### config.mk
export PLATFORM = sky130hd
export DESIGN_NAME = receiver_buffer_mem
export DESIGN_NICKNAME = d
export VERILOG_FILES = /design/src/rtl/receiver_buffer_mem.sv
export SDC_FILE = /design/constraint.sdc
export NUM_CORES = 1
export LEC_CHECK = 0
export BUFFER_PORTS_ARGS = -buffer_cell sky130_fd_sc_hd__buf_2
export CORE_MARGIN = 2
export CORE_UTILIZATION = 30
export DETAILED_ROUTE_END_ITERATION = 8
export GPL_TIMING_DRIVEN = 0
export PLACE_DENSITY_LB_ADDON = 0.08
export SYNTH_ARGS = -nofsm -noshare
export SYNTH_HDL_FRONTEND = slang
export SYNTH_SLANG_ARGS = --single-unit
### constraint.sdc
create_clock -name clk_i -period 4.7 [get_ports clk_i]
set_clock_uncertainty 0.2 [all_clocks]
set_input_delay 0.47 -clock clk_i [delete_from_list [all_inputs] [get_ports clk_i]]
set_output_delay 0.47 -clock clk_i [all_outputs]
set_load 0.005 [all_outputs]
### src/rtl/receiver_buffer_mem.sv
// Receive-side word buffer: random access by address, or stream (FIFO) access
// through internal pointers with occupancy count, full/empty and error strobes.
module receiver_buffer_mem #(
  parameter int DATA_W = 16,
  parameter int ADDR_W = 4
) (
  input  logic              clk_i,
  input  logic              rst_i,
  input  logic              mode_i,
  input  logic              clear_i,
  input  logic [ADDR_W-1:0] addr_i,
  input  logic              wr_en_i,
  input  logic [DATA_W-1:0] wr_data_i,
  input  logic              rd_en_i,
  output logic [DATA_W-1:0] rd_data_o,
  output logic              rd_valid_o,
  output logic [ADDR_W:0]   count_o,
  output logic              empty_o,
  output logic              full_o,
  output logic              wr_err_o,
  output logic              rd_err_o
);

  localparam int DEPTH = 2 ** ADDR_W;
  localparam logic [ADDR_W:0] FULL_CNT = (ADDR_W + 1)'(DEPTH);

  logic [DATA_W-1:0] mem_q [DEPTH];

  logic [DATA_W-1:0] rd_data_q, rd_data_d;
  logic              rd_valid_q, rd_valid_d;
  logic [ADDR_W-1:0] wr_ptr_q, wr_ptr_d;
  logic [ADDR_W-1:0] rd_ptr_q, rd_ptr_d;
  logic [ADDR_W:0]   count_q, count_d;
  logic              empty_q, empty_d;
  logic              full_q, full_d;
  logic              wr_err_q, wr_err_d;
  logic              rd_err_q, rd_err_d;

  logic              mem_we;
  logic [ADDR_W-1:0] mem_waddr;
  logic              wr_acc;
  logic              rd_acc;

  always_comb begin
    rd_data_d  = rd_data_q;
    rd_valid_d = 1'b0;
    wr_ptr_d   = wr_ptr_q;
    rd_ptr_d   = rd_ptr_q;
    count_d    = count_q;
    wr_err_d   = 1'b0;
    rd_err_d   = 1'b0;
    mem_we     = 1'b0;
    mem_waddr  = addr_i;
    wr_acc     = 1'b0;
    rd_acc     = 1'b0;

    if (clear_i) begin
      wr_ptr_d = '0;
      rd_ptr_d = '0;
      count_d  = '0;
    end else if (!mode_i) begin
      mem_we    = wr_en_i;
      mem_waddr = addr_i;
      if (rd_en_i) begin
        // Array write lands at the same edge, so this returns the old word.
        rd_data_d  = mem_q[addr_i];
        rd_valid_d = 1'b1;
      end
    end else begin
      // Acceptance uses the registered flags, i.e. the pre-edge occupancy.
      wr_acc = wr_en_i && !full_q;
      rd_acc = rd_en_i && !empty_q;
      wr_err_d = wr_en_i && full_q;
      rd_err_d = rd_en_i && empty_q;

      if (wr_acc) begin
        mem_we    = 1'b1;
        mem_waddr = wr_ptr_q;
        wr_ptr_d  = wr_ptr_q + 1'b1;
      end
      if (rd_acc) begin
        rd_data_d  = mem_q[rd_ptr_q];
        rd_valid_d = 1'b1;
        rd_ptr_d   = rd_ptr_q + 1'b1;
      end

      case ({wr_acc, rd_acc})
        2'b10:   count_d = count_q + 1'b1;
        2'b01:   count_d = count_q - 1'b1;
        default: count_d = count_q;
      endcase
    end

    empty_d = (count_d == '0);
    full_d  = (count_d == FULL_CNT);
  end

  always_ff @(posedge clk_i) begin
    if (rst_i) begin
      rd_data_q  <= '0;
      rd_valid_q <= 1'b0;
      wr_ptr_q   <= '0;
      rd_ptr_q   <= '0;
      count_q    <= '0;
      empty_q    <= 1'b1;
      full_q     <= 1'b0;
      wr_err_q   <= 1'b0;
      rd_err_q   <= 1'b0;
    end else begin
      rd_data_q  <= rd_data_d;
      rd_valid_q <= rd_valid_d;
      wr_ptr_q   <= wr_ptr_d;
      rd_ptr_q   <= rd_ptr_d;
      count_q    <= count_d;
      empty_q    <= empty_d;
      full_q     <= full_d;
      wr_err_q   <= wr_err_d;
      rd_err_q   <= rd_err_d;
    end
  end

  // Array has no reset; contents survive both rst and clear.
  always_ff @(posedge clk_i) begin
    if (!rst_i && mem_we) begin
      mem_q[mem_waddr] <= wr_data_i;
    end
  end

  assign rd_data_o  = rd_data_q;
  assign rd_valid_o = rd_valid_q;
  assign count_o    = count_q;
  assign empty_o    = empty_q;
  assign full_o     = full_q;
  assign wr_err_o   = wr_err_q;
  assign rd_err_o   = rd_err_q;

endmodule

* Yosys cells after proc, flatten, opt, wreduce, memory -nomap -nowiden
Memories as Yosys holds them, arrays and structs flattened. A register that Yosys moved wholly into a read port is not among the register bits. Index checks and enable logic that the tools add are counted.
Storage, ports and cells: bits in writable memories 256, register bits after elaboration 34, output and inout port bits 26, memories kept 1
Memory list:
- mem_q | words 16, bits a word 16, read ports 2, clocked after memory_dff 1, wr ports 1, line 27 | logic [DATA_W-1:0] mem_q [DEPTH];
Operators by class: equality and inequality tests 4, reduce and logical (&&, ||, !) cells 15, add/subtract/negate cells 4, mux-type cells 19, bitwise operators 2
Operators with widths (count):
- 16-bit 2-to-1 mux | 3
- 4-bit 2-to-1 mux | 5
- 5-bit 2-to-1 mux | 2
- 5-bit one-hot mux with 2 select lines | 1
- 4-bit by 1-bit adder with 4-bit output (second input constant) | 2
- 1-bit 2-to-1 mux | 8
- 5-bit by 1-bit adder with 5-bit output (second input constant) | 1
- 5-bit equality test (second input constant) | 1
- 1-bit logical AND | 5
- 5-bit logical NOT | 1
- 5-bit by 1-bit subtractor with 5-bit output (second input constant) | 1
- 2-bit AND reduction | 2
- 1-bit logical NOT | 3
- 3-bit AND reduction | 1
- 3-bit OR reduction | 1
- 2-bit by 1-bit equality test with 1-bit output (second input constant) | 1
- 2-bit equality test (second input constant) | 1
- 2-bit by 1-bit inequality test with 1-bit output (second input constant) | 1
- 1-bit NOT | 2
- 2-bit nonzero test | 1
- 2-bit OR reduction | 1

* Longest topological paths before layout
Gate-level depths: netlist of run 1.
depth in word-level cells 8, depth in mapped cells 10, gate-level depth less buffers 10

* Worst setup path after synthesis of run 1
OpenSTA, ideal clock, no wires.
kind input port to flip-flop, start in wr_en_i, end mem mem_q[2][0] (enable), path buffers 1, cell stages on the path 7, library setup time 0.388 ns, setup slack 1.811 ns, arrival 2.301 ns, cells stage by stage nor2b_2 -> nand2_1 -> or2_2 -> clkbuf_1 -> nor3b_1 -> o21ai_0 -> nor2_1
On the way: longest elaborated chain between the ends 7
RTL lines:
- start: declaration | line 12 | input logic wr_en_i,
- 1-bit logical AND | line 71 | wr_acc = wr_en_i && !full_q;
- 1-bit 2-to-1 mux | line 76 | if (wr_acc) begin
- 1-bit 2-to-1 mux | line 61 | end else if (!mode_i) begin
- 1-bit 2-to-1 mux | line 57 | if (clear_i) begin
- 1-bit logical AND | line 124 | if (!rst_i && mem_we) begin
- 1-bit 2-to-1 mux | line 124
- 1-bit 2-to-1 mux (implied by the code) | line 125 | mem_q[mem_waddr] <= wr_data_i;
- end: declaration | line 27
Parallel ways exist; a longest one is shown, timed or not.

* Final worst setup path of run 1
start in addr_i[1], end mem mem_q[14][15] (enable)
On the way: longest elaborated chain between the ends 3
RTL lines:
- start: declaration | line 11 | input logic [ADDR_W-1:0] addr_i,
- 4-bit 2-to-1 mux | line 76
- 4-bit 2-to-1 mux | line 61
- 4-bit 2-to-1 mux * | line 57
Every way passes the cells marked *; elsewhere a longest branch is shown, timed or not.

==> impl_results.md, run 1 <==
* Clock tree sinks at 294
* Synth Area per Inst at 16.6 um^2
* First-pass GRT wire length at 65.1 mm
* # resized after CTS at 0
* Synth async-reset ratio at 0%
* Slowest stage cell, crit path: nor2_2
* Via count at 8633
* CP Launch Type: primary input
* CP cell instances: buf_2, buf_2, buf_2, clkbuf_1, nor3b_1, o21ai_0, nor2_2, buf_16
* Vias/cell at 5.54
* Site row count at 78
* Worst-Margin Slew at 1370 ps
* DRC viols at 0
* Count of cell types in the netlist at 53
* Mapped Cells at 833
* Netlist Area Pre-Place at 13800 um^2
* Top FF cell, synth: edfxtp_1
* Crit path kind: primary input to register
* Fin. max-slew vios at 0
* Worst setup EP type: register
* Synth Warn # at 0
* Share of the synthesized area in the top cell type at 55.7%
* Clock H-tree levels at 2
* Cell with the most instances after synthesis: edfxtp_1
* Synth top area cells: edfxtp_1 56%, mux4_2 15%, mux2i_1 5.7%
* Area leader, netlist: edfxtp_1
* TritonCTS buffer count at 36
* Reg2Reg Launch Point: full_o$_SDFF_PP0_
* DRT Wirelength at 46.6 mm
* Fin cells at 1557
* Hold Vio Cnt, Final at 0
* Post-CTS Hold Fix Bufs at 0
* Wirelength per Cell at 29.9 um
* Top post-synthesis cells by count: 256 x edfxtp_1, 91 x mux4_2, 79 x mux2i_1, 56 x nor2_1, 38 x dfxtp_1
* Final ANT Viol Nets at 0
* Sequential area share after synthesis at 61.2%
* CP Launch Point: addr_i[1]
* Top-Level Pins at 52
* Max incr delay on CP at 780 ps
* Hold_ws at 35.2 ps
* Post-synthesis register bit count at 294
* Setup violators final at 0
* Number of global-route vias before repair at 8567
* Worst rel slew slack at 8.50%
* Peak fanout along the critical path at 10
* Die X at 219 um
* Placed cell count at 1492
* CTS max path bufs at 3
* Worst hold start: wr_en_i
* Drt first pass iters at 7
* Crit path buf inv count at 5
* Worst-skew pair later-pin latency at 540 ps
* Status: finished clean
* Worst Setup Slack, final at 1030 ps
* Mapped Nets at 863
* Clock slew at reported path FFs at 60 ps
* Filler cells at 4264
* Leak Pwr at 5.24 nW
* Setup bufs post-CTS at 0
* Die area at 47800 um^2
* Core area at 45400 um^2
* Dpl hpwl at 30.0 mm
* Max-cap violations at 0
* Initial antenna violation count at 1
* Area delta synth->final at 18.1%
* EDFF count, synth at 256
* Fin util at 35.9%
* GRT overflow at 0
* Power density over the cells at 362 nW/um^2
* Fin crit share at 78.2%
* RSZ-0062 raised after global routing: no
* Minimum clock period at 3670 ps
* Largest net degree at the start of global routing at 17
* IO Port Bufs at 49
* 1st-iter DRT viols at 878
* GRT Util Overall at 19.8%
* Worst VDD drop at 0.163 mV
* Worst path most repeated cell: buf_2
* Worst path top cell family by delay: buffers and inverters
* Final net count at 960
* Routability cong. at 0.783
* Crit path DAT at 3720 ps
* Starting Density at 30.4%
* Die height at 219 um
* Root Buffer Master: clkbuf_16
* Class of the worst hold path: primary input to register
* F_max at 272 MHz
* Ratio of cells with drive above 1 in the final layout at 27.6%
* CTS tree: done
* CP required at 4740 ps
* Pre-CTS setup slack at 482 ps
==> report_power, final <==
| group | internal [mW] | switching [mW] | total (mW) |
|---|---|---|---|
| clock network | 1.61 | 1.09 | 2.70 |
| registers | 2.85 | 0.0111 | 2.87 |
| logic | 0.122 | 0.218 | 0.340 |
| total | 4.59 | 1.32 | 5.91 |
==> worst register-to-register path, delay by kind of cell, from the launching register on <==
family | cells | cell delay [ps]
AO/OA/AOI/OAI | 1 | 450
AND/OR/NAND/NOR | 5 | 1850
flip-flops | 1 | 340
buffers and inverters | 1 | 180
==> logic make-up after synthesis <==
| kind of cell | Yosys count | synth area share, % |
|---|---|---|
| multiplexers | 175 | 21.5 |
| adder cells (fa/ha/maj) | 4 | 0.363 |
| AO/OA/AOI/OAI | 137 | 7.42 |
| buffers and inverters | 64 | 3.22 |
| flip-flops | 294 | 61.2 |
| XOR/XNOR | 9 | 0.571 |
| AND/OR/NAND/NOR | 150 | 5.71 |
==> metal layers <==
layer / share of wire [%] / up-vias / GRT usage, %
li1: - / 3664 / -
met1: 47 / 4599 / 28.6
met2: 45 / 311 / 30.5
met3: 6.1 / 59 / 3.97
met4: 1.8 / 0 / 4.54
met5: 0 / - / 0
==> flip-flops by register name, summed over array words and instances (netlist names), named ones only <==
| signal | cells |
|---|---|
| wr_ptr_q | 4 |
| full_o | 1 |
| rd_valid_o | 1 |
| count_o | 5 |
| empty_o | 1 |
| rd_ptr_q | 4 |
| rd_err_o | 1 |
| rd_data_o | 16 |
| mem_q | 256 |
| wr_err_o | 1 |
==> path summary, 6_finish.rpt <==
| path | cells after the start | slack [ps] | end |
|---|---|---|---|
| worst max register to register | 7 | 1300 | mem_q[1][12]$_DFFE_PP_ |
| worst min register to register | 2 | 290 | rd_data_o[5]$_SDFFE_PP0P_ |
| worst max-delay path | 8 | 1030 | mem_q[14][15]$_DFFE_PP_ |
| worst min-delay path | 2 | 40 | wr_err_o$_SDFF_PP0_ |
==> cell type report <==
class	instances	area, um^2	share of cell area (%)
Tap cell	600	751	4.60
Sequential cell	294	8450	51.8
Inverter	5	18.8	0.115
Clock inverter	12	103	0.629
Timing Repair Buffer	59	520	3.19
Clock buffer	52	1020	6.27
Antenna cell	1	2.50	0.0153
Buffer	59	425	2.61
Multi-Input combinational cell	475	5010	30.7
==> cells in the final DEF, fill, tap and decap left out, types with 5 or more instances in the layout <==
cell,n
dfxtp_1,38
buf_6,10
or3_1,5
nor3_1,17
edfxtp_1,256
clkbuf_16,37
nor2_4,12
o21bai_1,6
mux4_2,91
buf_16,10
nor4_2,6
a22oi_1,27
mux2i_1,79
a21oi_1,15
mux4_1,5
nor2_1,40
a211oi_1,16
clkinv_1,6
clkbuf_1,35
nor2b_1,10
nor3b_1,7
o21ai_0,15
a221oi_1,28
buf_12,6
nand2_1,17
nand3_1,13
o21ai_1,7
buf_2,62
xor2_1,5
==> metrics by stage <==
step | power (mW) | area (um^2) | TNS (ps)
2_1_floorplan | 3.11 | 13800 | 0
5_1_grt | 6.09 | 16300 | 0
3_3_place_gp | 3.25 | 14800 | -52130
4_1_cts | 5.97 | 16300 | 0
6_report | 5.91 | 16300 | 0
3_5_place_dp | 3.26 | 15200 | 0
No activity file was read; power rests on OpenSTA's default activity.
==> run 2: changes to the inputs <==
ABC_AREA = 1   (was default)
clock period = 3.3 ns   (was 4.7 ns; I/O delays follow)
==> impl_results.md, run 2 <==
* Count of cell types in the netlist at 32 (was 53)
* Clock tree sinks at 294 (unchanged)
* Int Pwr at 6.63 mW (was 4.59 mW)
* Worst hold stages at 1 (was 2)
* Hold Vio Cnt, Final at 0 (unchanged)
* Setup violators final at 0 (unchanged)
* Leak Pwr at 6.11 nW (was 5.24 nW)
* Worst-Margin Slew at 907 ps (was 1370 ps)
* Root Buffer Master: clkbuf_16 (unchanged)
* Commonest cells after routing, fill and taps aside: 256 x edfxtp_1, 245 x o21ai_0, 183 x nand2_1, 143 x nor2_1, 118 x o21ai_1 (was 256 x edfxtp_1, 91 x mux4_2, 79 x mux2i_1, 62 x buf_2, 40 x nor2_1)
* CTS max path bufs at 3 (unchanged)
* Register name with the most flops: mem_q (unchanged)
* Placed cell count at 2191 (was 1492)
* Dpl hpwl at 42.2 mm (was 30.0 mm)
* Final net count at 1661 (was 960)
* Worst rel slew slack at 39.5% (was 8.50%)
* GRT overflow at 0 (unchanged)
* Area leader, netlist: edfxtp_1 (unchanged)
* Core area at 47700 um^2 (was 45400 um^2)
* Largest net degree at the start of global routing at 17 (unchanged)
* Starting Density at 30.3% (was 30.4%)
* CP required at 3370 ps (was 4740 ps)
* Vias/cell at 5.52 (was 5.54)
* Die area at 50100 um^2 (was 47800 um^2)
* Routing usage on met1 at 35.1% (was 28.6%)
* Top-Level Pins at 52 (unchanged)
* Clock slew at reported path FFs at 60 ps (about the same)
* Crit path DAT at 3310 ps (was 3720 ps)
* First-pass GRT wire length at 86.5 mm (was 65.1 mm)
* Combinational power share at 8.7% (was 5.8%)
* DRC viols at 0 (unchanged)
* Synth async-reset ratio at 0% (unchanged)
* Clock H-tree levels at 2 (unchanged)
* Power Total at 8.86 mW (was 5.91 mW)
* Synth top area cells: edfxtp_1 53%, o21ai_0 8.5%, dfxtp_1 5.3% (was edfxtp_1 56%, mux4_2 15%, mux2i_1 5.7%)
* Synth Area per Inst at 9.57 um^2 (was 16.6 um^2)
* 1st-iter DRT viols at 1496 (was 878)
* IO Port Bufs at 48 (was 49)
* Drt first pass iters at 6 (was 7)
* Routability cong. at 0.910 (was 0.783)
* Power density over the cells at 515 nW/um^2 (was 362 nW/um^2)
* Top post-synthesis cells by count: 256 x edfxtp_1, 245 x o21ai_0, 183 x nand2_1, 159 x nor2_1, 118 x o21ai_1 (was 256 x edfxtp_1, 91 x mux4_2, 79 x mux2i_1, 56 x nor2_1, 38 x dfxtp_1)
* RSZ-0062 raised after global routing: yes (was no)
* CP Launch Type: primary input (unchanged)
* GRT Util Overall at 24.3% (was 19.8%)
* Share of the synthesized area in the top cell type at 53.1% (was 55.7%)
* Final ANT Viol Nets at 0 (unchanged)
* Netlist Area Pre-Place at 14500 um^2 (was 13800 um^2)
* Worst VDD drop at 0.294 mV (was 0.163 mV)
* Die height at 224 um (was 219 um)
* Crit path kind: primary input to register (unchanged)
* Fin cells at 2276 (was 1557)
* Fin crit share at 98.2%
* Sequential area share after synthesis at 58.3% (was 61.2%)
* Ratio of cells with drive above 1 in the final layout at 15.3% (was 27.6%)
* Fin util at 36.0% (was 35.9%)
* Switch share at 25.2% (was 22.3%)
* Post-synthesis register bit count at 294 (unchanged)
* Number of global-route vias before repair at 11809 (was 8567)
* Max FFs per register at 256 (unchanged)
* Max-cap violations at 0 (unchanged)
* Mapped Nets at 1544 (was 863)
* F_max at 308 MHz
* EDFF count, synth at 256 (unchanged)
* TritonCTS buffer count at 37 (was 36)
* CTS tree: done (unchanged)
* Fin. max-slew vios at 0 (unchanged)
* M2 GR Usage at 36.1% (was 30.5%)
* Class of the worst hold path: primary input to register (unchanged)
* Area delta synth->final at 18.7% (was 18.1%)
* Mapped Cells at 1514 (was 833)
* Met3 usage at 5.60% (was 3.97%)
* Via count at 12568 (was 8633)
* Minimum clock period at 3240 ps
* Top FF cell, synth: edfxtp_1 (unchanged)
* Worst-skew pair later-pin latency at 560 ps (was 540 ps)
* Synth Warn # at 0 (unchanged)
* Wirelength per Cell at 26.9 um (was 29.9 um)
* Die X at 224 um (was 219 um)
* Initial antenna violation count at 2 (was 1)
* Status: finished clean (unchanged)
* GR peak layer: met2 (unchanged)
* Clock share of power at 45.1% (was 45.7%)
* Worst setup EP type: register (unchanged)
* Peak fanout along the critical path at 10 (unchanged)
* FF-to-FF path depth at 8 (was 7)
* Site row count at 80 (was 78)
* Commonest non-fill, non-tap cell in the layout: edfxtp_1 (unchanged)
* Cell with the most instances after synthesis: edfxtp_1 (unchanged)
* DRT Wirelength at 61.1 mm (was 46.6 mm)
* Reg power frac at 46.2% (was 48.5%)
* Sw power at 2.23 mW (was 1.32 mW)
[run 2: cell count changes in the layout (fill, tap and decap cells not counted), sizes merged, moves of 15 or more]
cell	change
a21oi	+140
nand2	+168
inv	+98
a211oi	-15
o211ai	+64
nand3	+49
nor3	-15
mux2i	-79
mux4	-96
buf	+46
nor2	+106
o21ai	+341
a22oi	-27
a221oi	-32
[run 2: power by group through the flow]
stage | Combinational [mW] | Sequential (mW) | Clock [mW]
detailed placement | 0.738 | 4.17 | 0
CTS | 0.751 | 4.09 | 4.06
global placement | 0.721 | 4.17 | 0
global route | 0.821 | 4.10 | 4.20
finish | 0.771 | 4.09 | 3.99
floorplan | 0.382 | 4.17 | 0
[run 2: path summary, 6_finish.rpt]
path	from	endpoint	slack, ps
worst max-delay path	clear_i	mem_q[8][9]$_DFFE_PP_	60
worst max register to register	full_o$_SDFF_PP0_	mem_q[8][9]$_DFFE_PP_	280
worst min-delay path	wr_data_i[9]	mem_q[3][9]$_DFFE_PP_	30
worst min register to register	rd_ptr_q[0]$_SDFFE_PP0P_	rd_ptr_q[0]$_SDFFE_PP0P_	300
[run 2: layout make-up]
type                       count  area [um^2]
fill                        4792        30500
sequential                   294         8450
multi-input combinational   1007         5050
clock buffer                  50         1030
tap                          615          769
timing repair buffer          78          706
buffer                       108          662
inverter                     105          394
clock inverter                18          144
antenna                        1         2.50
[run 2: cells by family (layout without fill, tap and decap cells)]
family	Yosys count	after routing	share of synthesized area, %
adders and majority gates	4	4	0.345
DFF	294	294	58.3
buffers and inverters	213	359	7.29
xor gates and xnor gates	1	1	0.0605
AOI/OAI and AO/OA	586	586	22.4
and+or+nand+nor	416	416	11.6
other	0	1	0
[run 2: stage by stage]
| stage | setup WS [ps] | hold slack, ps | cell area [um^2] | setup TNS (ps) |
|---|---|---|---|---|
| floorplan | 783 | 202 | 14500 | 0 |
| global placement | -1080 | 293 | 15500 | -179540 |
| detailed placement | 50.3 | 293 | 15800 | 0 |
| CTS | 99.0 | 12.3 | 17100 | 0 |
| global route | -57.5 | 21.3 | 17200 | -1340 |
| finish | 58.4 | 29.3 | 17200 | 0 |
[run 2: timing repair]
item / 4_1_cts / 5_1_grt
endpoints found under the hold margin: 115 / 0
endpoints found under the setup margin: 0 / 67
hold buffers: 14 / 0
gates resized for setup: 0 / 3
buffers inserted: 0 / 2
[run 2: worst max-delay path, cell delays in order]
cell           delay, ps
dlygate4sd3_1        530
buf_2                180
nor2_4               230
inv_1                150
a211oi_1             610
nand3_1              390
nor2_2               630
buf_16               230
[run 2: routing by layer]
layer / vias to the layer above / routed length, um
met5: - / 27
met4: 4 / 1240
met3: 88 / 5680
met2: 621 / 26300
met1: 6237 / 27900
li1: 5618 / -
